--- config.mk ---
export PLATFORM = sky130hd
export DESIGN_NAME = fifo_write_arbiter
export DESIGN_NICKNAME = d
export VERILOG_FILES = /design/src/rtl/fifo_write_arbiter.sv
export SDC_FILE = /design/constraint.sdc
export NUM_CORES = 1
export LEC_CHECK = 0
export CORE_ASPECT_RATIO = 1.25
export CORE_UTILIZATION = 29
export DETAILED_ROUTE_END_ITERATION = 8
export HOLD_SLACK_MARGIN = 0.06
export PLACE_DENSITY = 0.89
export SYNTH_ARGS = -nofsm -noshare
export SYNTH_HDL_FRONTEND = slang
export SYNTH_SLANG_ARGS = --single-unit
--- constraint.sdc ---
create_clock -name CLOCK_50 -period 2.2 [get_ports CLOCK_50]
set_input_delay 0.44 -clock CLOCK_50 [delete_from_list [all_inputs] [get_ports CLOCK_50]]
set_output_delay 0.44 -clock CLOCK_50 [all_outputs]
set_load 0.05 [all_outputs]
--- src/rtl/fifo_write_arbiter.sv ---
`default_nettype none
// ============================================================================
// Module   : fifo_write_arbiter
// Purpose  : Round-robin, burst-bounded sharing of one fifo write port among
//            NUM_REQ producers. Define FIFO_ARB_PRIORITY_EN to give req[0]
//            priority in IDLE and let it pre-empt other owners mid-burst.
// Revision : 1.0  initial release
// ============================================================================
module fifo_write_arbiter #(
    parameter int NUM_REQ        = 4,
    parameter int ITEM_SIZE_BITS = 32,
    parameter int MAX_BURST      = 4
) (
    input  logic                              CLOCK_50,
    input  logic                              RST,
    input  logic [NUM_REQ-1:0]                req,
    input  logic [NUM_REQ*ITEM_SIZE_BITS-1:0] req_data,
    output logic [NUM_REQ-1:0]                ack,
    output logic [ITEM_SIZE_BITS-1:0]         fifo_data_in,
    output logic                              fifo_write,
    input  logic                              fifo_full,
    output logic                              busy,
    output logic [$clog2(NUM_REQ)-1:0]        owner
);

    localparam int              C_OWNER_W   = $clog2(NUM_REQ);
    localparam int              C_BEAT_W    = $clog2(MAX_BURST) + 1;
    localparam logic [C_BEAT_W-1:0]  C_LAST_BEAT = C_BEAT_W'(MAX_BURST - 1);
    localparam logic [C_OWNER_W-1:0] C_LAST_REQ  = C_OWNER_W'(NUM_REQ - 1);

    localparam logic [0:0] C_ST_IDLE  = 1'b0;
    localparam logic [0:0] C_ST_BURST = 1'b1;

    logic [0:0]           r_state;
    logic [C_OWNER_W-1:0] r_owner;
    logic [C_OWNER_W-1:0] r_rr_ptr;
    logic [C_BEAT_W-1:0]  r_beat_cnt;

    logic [0:0]           w_state_nxt;
    logic [C_OWNER_W-1:0] w_owner_nxt;
    logic [C_OWNER_W-1:0] w_rr_nxt;
    logic [C_BEAT_W-1:0]  w_beat_nxt;
    logic [C_OWNER_W-1:0] w_pick;
    logic                 w_found;
    logic                 w_end;

    // First requester at or after rr_ptr, wrapping.
    always_comb begin
        w_pick  = r_rr_ptr;
        w_found = 1'b0;
        for (int k = 0; k < NUM_REQ; k++) begin
            if (!w_found && req[C_OWNER_W'((int'(r_rr_ptr) + k) % NUM_REQ)]) begin
                w_found = 1'b1;
                w_pick  = C_OWNER_W'((int'(r_rr_ptr) + k) % NUM_REQ);
            end
        end
`ifdef FIFO_ARB_PRIORITY_EN
        if (req[0]) begin
            w_pick = '0;
        end
`endif
    end

    always_ff @(posedge CLOCK_50) begin
        if (RST) begin
            r_state    <= C_ST_IDLE;
            r_owner    <= '0;
            r_rr_ptr   <= '0;
            r_beat_cnt <= '0;
        end else begin
            r_state    <= w_state_nxt;
            r_owner    <= w_owner_nxt;
            r_rr_ptr   <= w_rr_nxt;
            r_beat_cnt <= w_beat_nxt;
        end
    end

    always_comb begin
        w_state_nxt = r_state;
        w_owner_nxt = r_owner;
        w_rr_nxt    = r_rr_ptr;
        w_beat_nxt  = r_beat_cnt;
        w_end       = 1'b0;
        case (r_state)
            C_ST_IDLE: begin
                if (|req) begin
                    w_state_nxt = C_ST_BURST;
                    w_owner_nxt = w_pick;
                    w_beat_nxt  = '0;
                end
            end
            C_ST_BURST: begin
                if (!req[r_owner]) begin
                    w_end = 1'b1;
                end else if (!fifo_full) begin
                    if (r_beat_cnt == C_LAST_BEAT) begin
                        w_end = 1'b1;
                    end else begin
                        w_beat_nxt = r_beat_cnt + 1'b1;
                    end
                end
`ifdef FIFO_ARB_PRIORITY_EN
                if (r_owner != '0 && req[0]) begin
                    w_end = 1'b1;
                end
`endif
                if (w_end) begin
                    w_state_nxt = C_ST_IDLE;
                    w_rr_nxt    = (r_owner == C_LAST_REQ) ? '0 : r_owner + 1'b1;
                end
            end
            default: begin
                w_state_nxt = C_ST_IDLE;
            end
        endcase
    end

    // Outputs are forced quiet while RST is held, even if a burst was in flight.
    always_comb begin
        ack          = '0;
        fifo_write   = 1'b0;
        fifo_data_in = '0;
        busy         = 1'b0;
        if (!RST && r_state == C_ST_BURST) begin
            busy = 1'b1;
            if (req[r_owner] && !fifo_full) begin
                ack[r_owner] = 1'b1;
                fifo_write   = 1'b1;
                fifo_data_in = req_data[int'(r_owner) * ITEM_SIZE_BITS +: ITEM_SIZE_BITS];
            end
        end
    end

    assign owner = r_owner;

endmodule
`default_nettype wire

==> out/results.md <==
| Stage | Metric | Reported |
|---|---|---|
| outcome | Run status | finished with violations |
| outcome | Violations in the final reports | setup timing |
| synth | Net Count, Synth | 290 |
| critical path | Critical Path Start | owner[0]$_SDFFE_PP0P_ |
| floorplanning | Die Y-Extent | 84.9 um |
| clock network | Maximum number of buffers from clock root to sink | 2 |
| placement | Post-Place Setup Slack | -0.229 ns |
| critical path | Top cell family by delay on the critical path | multiplexers |
| critical path | Data arrival, critical path | 1.79 ns |
| global routing | Global-route wire length before repair | 14400 um |
| sta | Post-layout minimum cycle time | 2.23 ns |
| global routing | Grt total ovfl | 0 |
| synth | Yosys Warn Count | 0 |
| placement | IO buf count | 174 |
| global routing | Overall Global Routing Usage | 0.348 |
| clock network | Number of buffers added to fix hold violations after cts | 0 |
| floorplanning | Count of standard-cell rows | 29 |
| sta | Min setup slack post-route | -0.0283 ns |
| clock network | Root Buffer | sky130_fd_sc_hd__clkbuf_8 |
| final layout | Fin area | 0.00445 sq mm |
| synth | Number of register bits inferred by synthesis | 8 |
| power and ir drop | Total power density per cell area | 276 mW/mm^2 |
| synth | Part of the Yosys area used for sequential elements | 0.100 |
| worst hold path | Startpoint of the lowest-slack hold path | r_beat_cnt[2]$_SDFFE_PP0P_ |
| critical path | Series of cell instances along the critical path | mux4_2 > nand3b_4 > buf_4 > buf_16 > nor2b_4 > buf_12 |
| sta | Slew Limit Headroom | 0.647 |
| route | Average routed wire per standard cell | 26.1 um |
| route | Total number of vias | 2291 |
| sta | Transition time of the tightest slew-check pin | 0.525 ns |
| synth | Post-synthesis cell area | 0.00160 sq mm |
| power and ir drop | Maximum vdd drop | 0.000512 V |
| sta | Maximum clock rate | 449 MHz |
| final layout | Fraction of layout instances using a drive strength above 1 | 0.431 |
| critical path | Startpoint of the lowest-slack register-to-register path | r_beat_cnt[0]$_SDFFE_PP0P_ |
| sta | Largest clock skew in the final design | 0.0109 ns |
| route | Total length of routed wires | 10500 um |
| clock network | CTS clock-pin slew for the worst setup and hold paths | 0.05 ns |
| critical path | Crit start category | flop |
| global routing | Number of antenna violations at the first check in global routing | 0 |
| sta | Share of the clock period used by the worst path | 1.01 |
| critical path | Crit Path Max Fanout | 5 |
| synth | Synth Area per Inst | 10.7 sq um |
| floorplanning | Number of top-level pins | 175 |
| final layout | Area growth, synth to finish | 179% |
| floorplanning | Starting Density | 0.307 |
| sta | Total setup violations reported at the end of the flow | 22 |
| critical path | Buffers plus inverters on the worst setup path | 3 |
| synth | Unique masters post-synth | 32 |
| route | Number of nets with antenna violations after routing | 0 |
| critical path | Slowest library cell on the worst path | sky130_fd_sc_hd__mux4_2 |
| final layout | Antenna cells | 0 |
| global routing | Largest net degree at the start of global routing | 26 |
| power and ir drop | Reported leakage power | 1.68 nW |
| placement | HPWL Detailed | 6790 um |
| placement | Routability Congestion | 0.877 |
| critical path | Type of element capturing the critical path | primary output |
| route | Via/cell ratio | 5.68 |
| clock network | Number of sinks handled by clock tree synthesis | 8 |
| flow run | Max-cap viol count | 0 |
| floorplanning | Area of the core region | 0.00519 sq mm |
| critical path | Category of the critical setup timing path | flop to primary output |
| global routing | Via count of the first global-routing pass | 2483 |
| clock network | Skew-Pair Late Insertion Delay | 0.24 ns |
| critical path | Maximum cell stage delay along the critical path | 0.54 ns |
| sta | Final number of max-transition violations | 0 |
| route | Initial DRC Count | 113 |
| sta | Setup repair after global routing missed its margin | yes |
| floorplanning | Horiz. Die Dim | 68.3 um |
| route | DR DRC count | 0 |
| placement | Placed inst area | 0.00417 sq mm |
| clock network | Clock buffer count from CTS | 3 |
| clock network | H-tree depth reported by CTS | 1 |
| route | First-pass DRT Iterations | 4 |
| final layout | Net count, final | 483 |
| critical path | Required time of the worst setup path | 1.76 ns |
| worst hold path | Type of the tightest min-delay check | flop to flop |
| sta | Number of endpoints with negative hold slack in the final report | 0 |
| synth | Count of mapped cells out of synthesis | 149 |
| clock network | Clock tree from TritonCTS | built |
| floorplanning | Total Die Area | 0.00580 sq mm |
==> cells in the final DEF, fill, tap and decap left out, drive strengths merged <==
master	instances
clkdlybuf4s50	128
buf	65
mux4	33
nor2b	33
inv	12
dfxtp	8
nor2	7
ha	6
clkbuf	6
a21oi	5
nor3	4
clkdlybuf4s15	4
nand3	4
mux2i	3
or2	3
a211oi	2
nand2	2
nand2b	2
a221oi	2
dlygate4sd2	2
nand3b	1
clkinvlp	1
mux2	1
nand4	1
nor4	1
a21o	1
o21ai	1
nor3b	1
a211o	1
o221ai	1
==> final cells by class <==
type / instances / area [sq um]
repair buffers: 201 / 2540
multi-input cells: 115 / 1570
fillers: 254 / 739
flip-flops and latches: 8 / 165
well taps: 62 / 77.6
inverters: 13 / 52.6
clock buffers: 4 / 45.0
==> registers in the layout, summed over array words and instances, names as in the netlist <==
name / cells
r_state: 1
owner: 2
r_rr_ptr: 2
r_beat_cnt: 3
==> worst paths after layout <==
path | depth (start not counted) | endpoint | slack (ns)
max reg2reg | 6 | r_rr_ptr[0]$_SDFFE_PP0P_ | 0.41
max | 6 | fifo_data_in[11] | -0.03
min reg2reg | 2 | r_beat_cnt[2]$_SDFFE_PP0P_ | 0.52
min | 2 | r_beat_cnt[2]$_SDFFE_PP0P_ | 0.52
==> kinds of logic (layout without fill, tap and decap cells) <==
family / Yosys count / in the layout / share of synthesized area
adder cells (fa/ha/maj): 6 / 6 / 0.0471
flip-flops: 8 / 8 / 0.100
buffers and inverters: 26 / 218 / 0.0823
AND/OR/NAND/NOR: 59 / 59 / 0.224
AO/OA/AOI/OAI: 13 / 13 / 0.0549
multiplexers: 37 / 37 / 0.492
==> power by group <==
group	internal, mW	switching, mW
clock	0.127	0.0707
sequential	0.154	0.0101
combinational	0.549	0.316
==> layer usage <==
metal,wire length [um],GRT usage,up-vias
met2,5620,0.638,172
met5,0,0,-
met4,712,0.195,0
li1,-,-,953
met3,994,0.0968,55
met1,3190,0.331,1111
==> what timing repair did <==
item	in CTS	in global routing
buffers inserted	6	1
pin swaps	2	1
cloned	3	2
gates resized for setup	21	4
endpoints found under the setup margin	37	35
endpoints found under the hold margin	0	0
==> worst min-delay path: stages (launching register included) <==
cell and delay [ns]:
sky130_fd_sc_hd__dfxtp_1 0.32, sky130_fd_sc_hd__nand3_1 0.08, sky130_fd_sc_hd__a21oi_1 0.06
==> stage by stage <==
step / util / hold WS [ns] / power [mW] / setup TNS, ns / instances
5_1_grt: 0.857 / 0.566 / 1.27 / -1.32 / 403
3_3_place_gp: 0.803 / 0.454 / 0.917 / -6.36 / 390
2_1_floorplan: - / 0.448 / 0.541 / -0.526 / 149
3_5_place_dp: 0.803 / 0.465 / 0.940 / -7.17 / 390
4_1_cts: 0.854 / 0.471 / 1.18 / -0.610 / 402
6_report: 0.857 / 0.519 / 1.23 / -0.355 / 403
==> synthesized netlist by cell type <==
| cell | instances | share of area |
|---|---|---|
| sky130_fd_sc_hd__inv_1 | 13 | 0.031 |
| sky130_fd_sc_hd__mux2i_1 | 3 | 0.019 |
| sky130_fd_sc_hd__buf_4 | 3 | 0.014 |
| sky130_fd_sc_hd__mux2_2 | 1 | 0.0071 |
| sky130_fd_sc_hd__buf_6 | 2 | 0.014 |
| sky130_fd_sc_hd__a21o_1 | 1 | 0.0047 |
| sky130_fd_sc_hd__nand3b_4 | 1 | 0.013 |
| sky130_fd_sc_hd__ha_1 | 6 | 0.047 |
| sky130_fd_sc_hd__buf_1 | 1 | 0.0024 |
| sky130_fd_sc_hd__nand2b_1 | 2 | 0.0078 |
| sky130_fd_sc_hd__nor4_1 | 1 | 0.0039 |
| sky130_fd_sc_hd__clkbuf_4 | 1 | 0.0047 |
| sky130_fd_sc_hd__a211o_1 | 1 | 0.0055 |
| sky130_fd_sc_hd__nand3_1 | 3 | 0.0094 |
| sky130_fd_sc_hd__buf_2 | 3 | 0.0094 |
| sky130_fd_sc_hd__or2_1 | 2 | 0.0078 |
| sky130_fd_sc_hd__dfxtp_1 | 8 | 0.10 |
| sky130_fd_sc_hd__a221oi_1 | 2 | 0.011 |
| sky130_fd_sc_hd__nor3b_1 | 1 | 0.0047 |
| sky130_fd_sc_hd__nand3_2 | 1 | 0.0063 |
| sky130_fd_sc_hd__nor2_1 | 7 | 0.016 |
| sky130_fd_sc_hd__mux4_2 | 33 | 0.47 |
| sky130_fd_sc_hd__a21oi_1 | 5 | 0.016 |
| sky130_fd_sc_hd__or2_2 | 1 | 0.0039 |
| sky130_fd_sc_hd__nor2b_1 | 33 | 0.13 |
| sky130_fd_sc_hd__clkbuf_1 | 3 | 0.0071 |
| sky130_fd_sc_hd__nor3_1 | 4 | 0.013 |
| sky130_fd_sc_hd__nand4_1 | 1 | 0.0039 |
| sky130_fd_sc_hd__a211oi_1 | 2 | 0.0094 |
| sky130_fd_sc_hd__o21ai_0 | 1 | 0.0031 |
| sky130_fd_sc_hd__o221ai_1 | 1 | 0.0055 |
| sky130_fd_sc_hd__nand2_1 | 2 | 0.0047 |
Note: power is estimated with default switching activity, not from simulation.
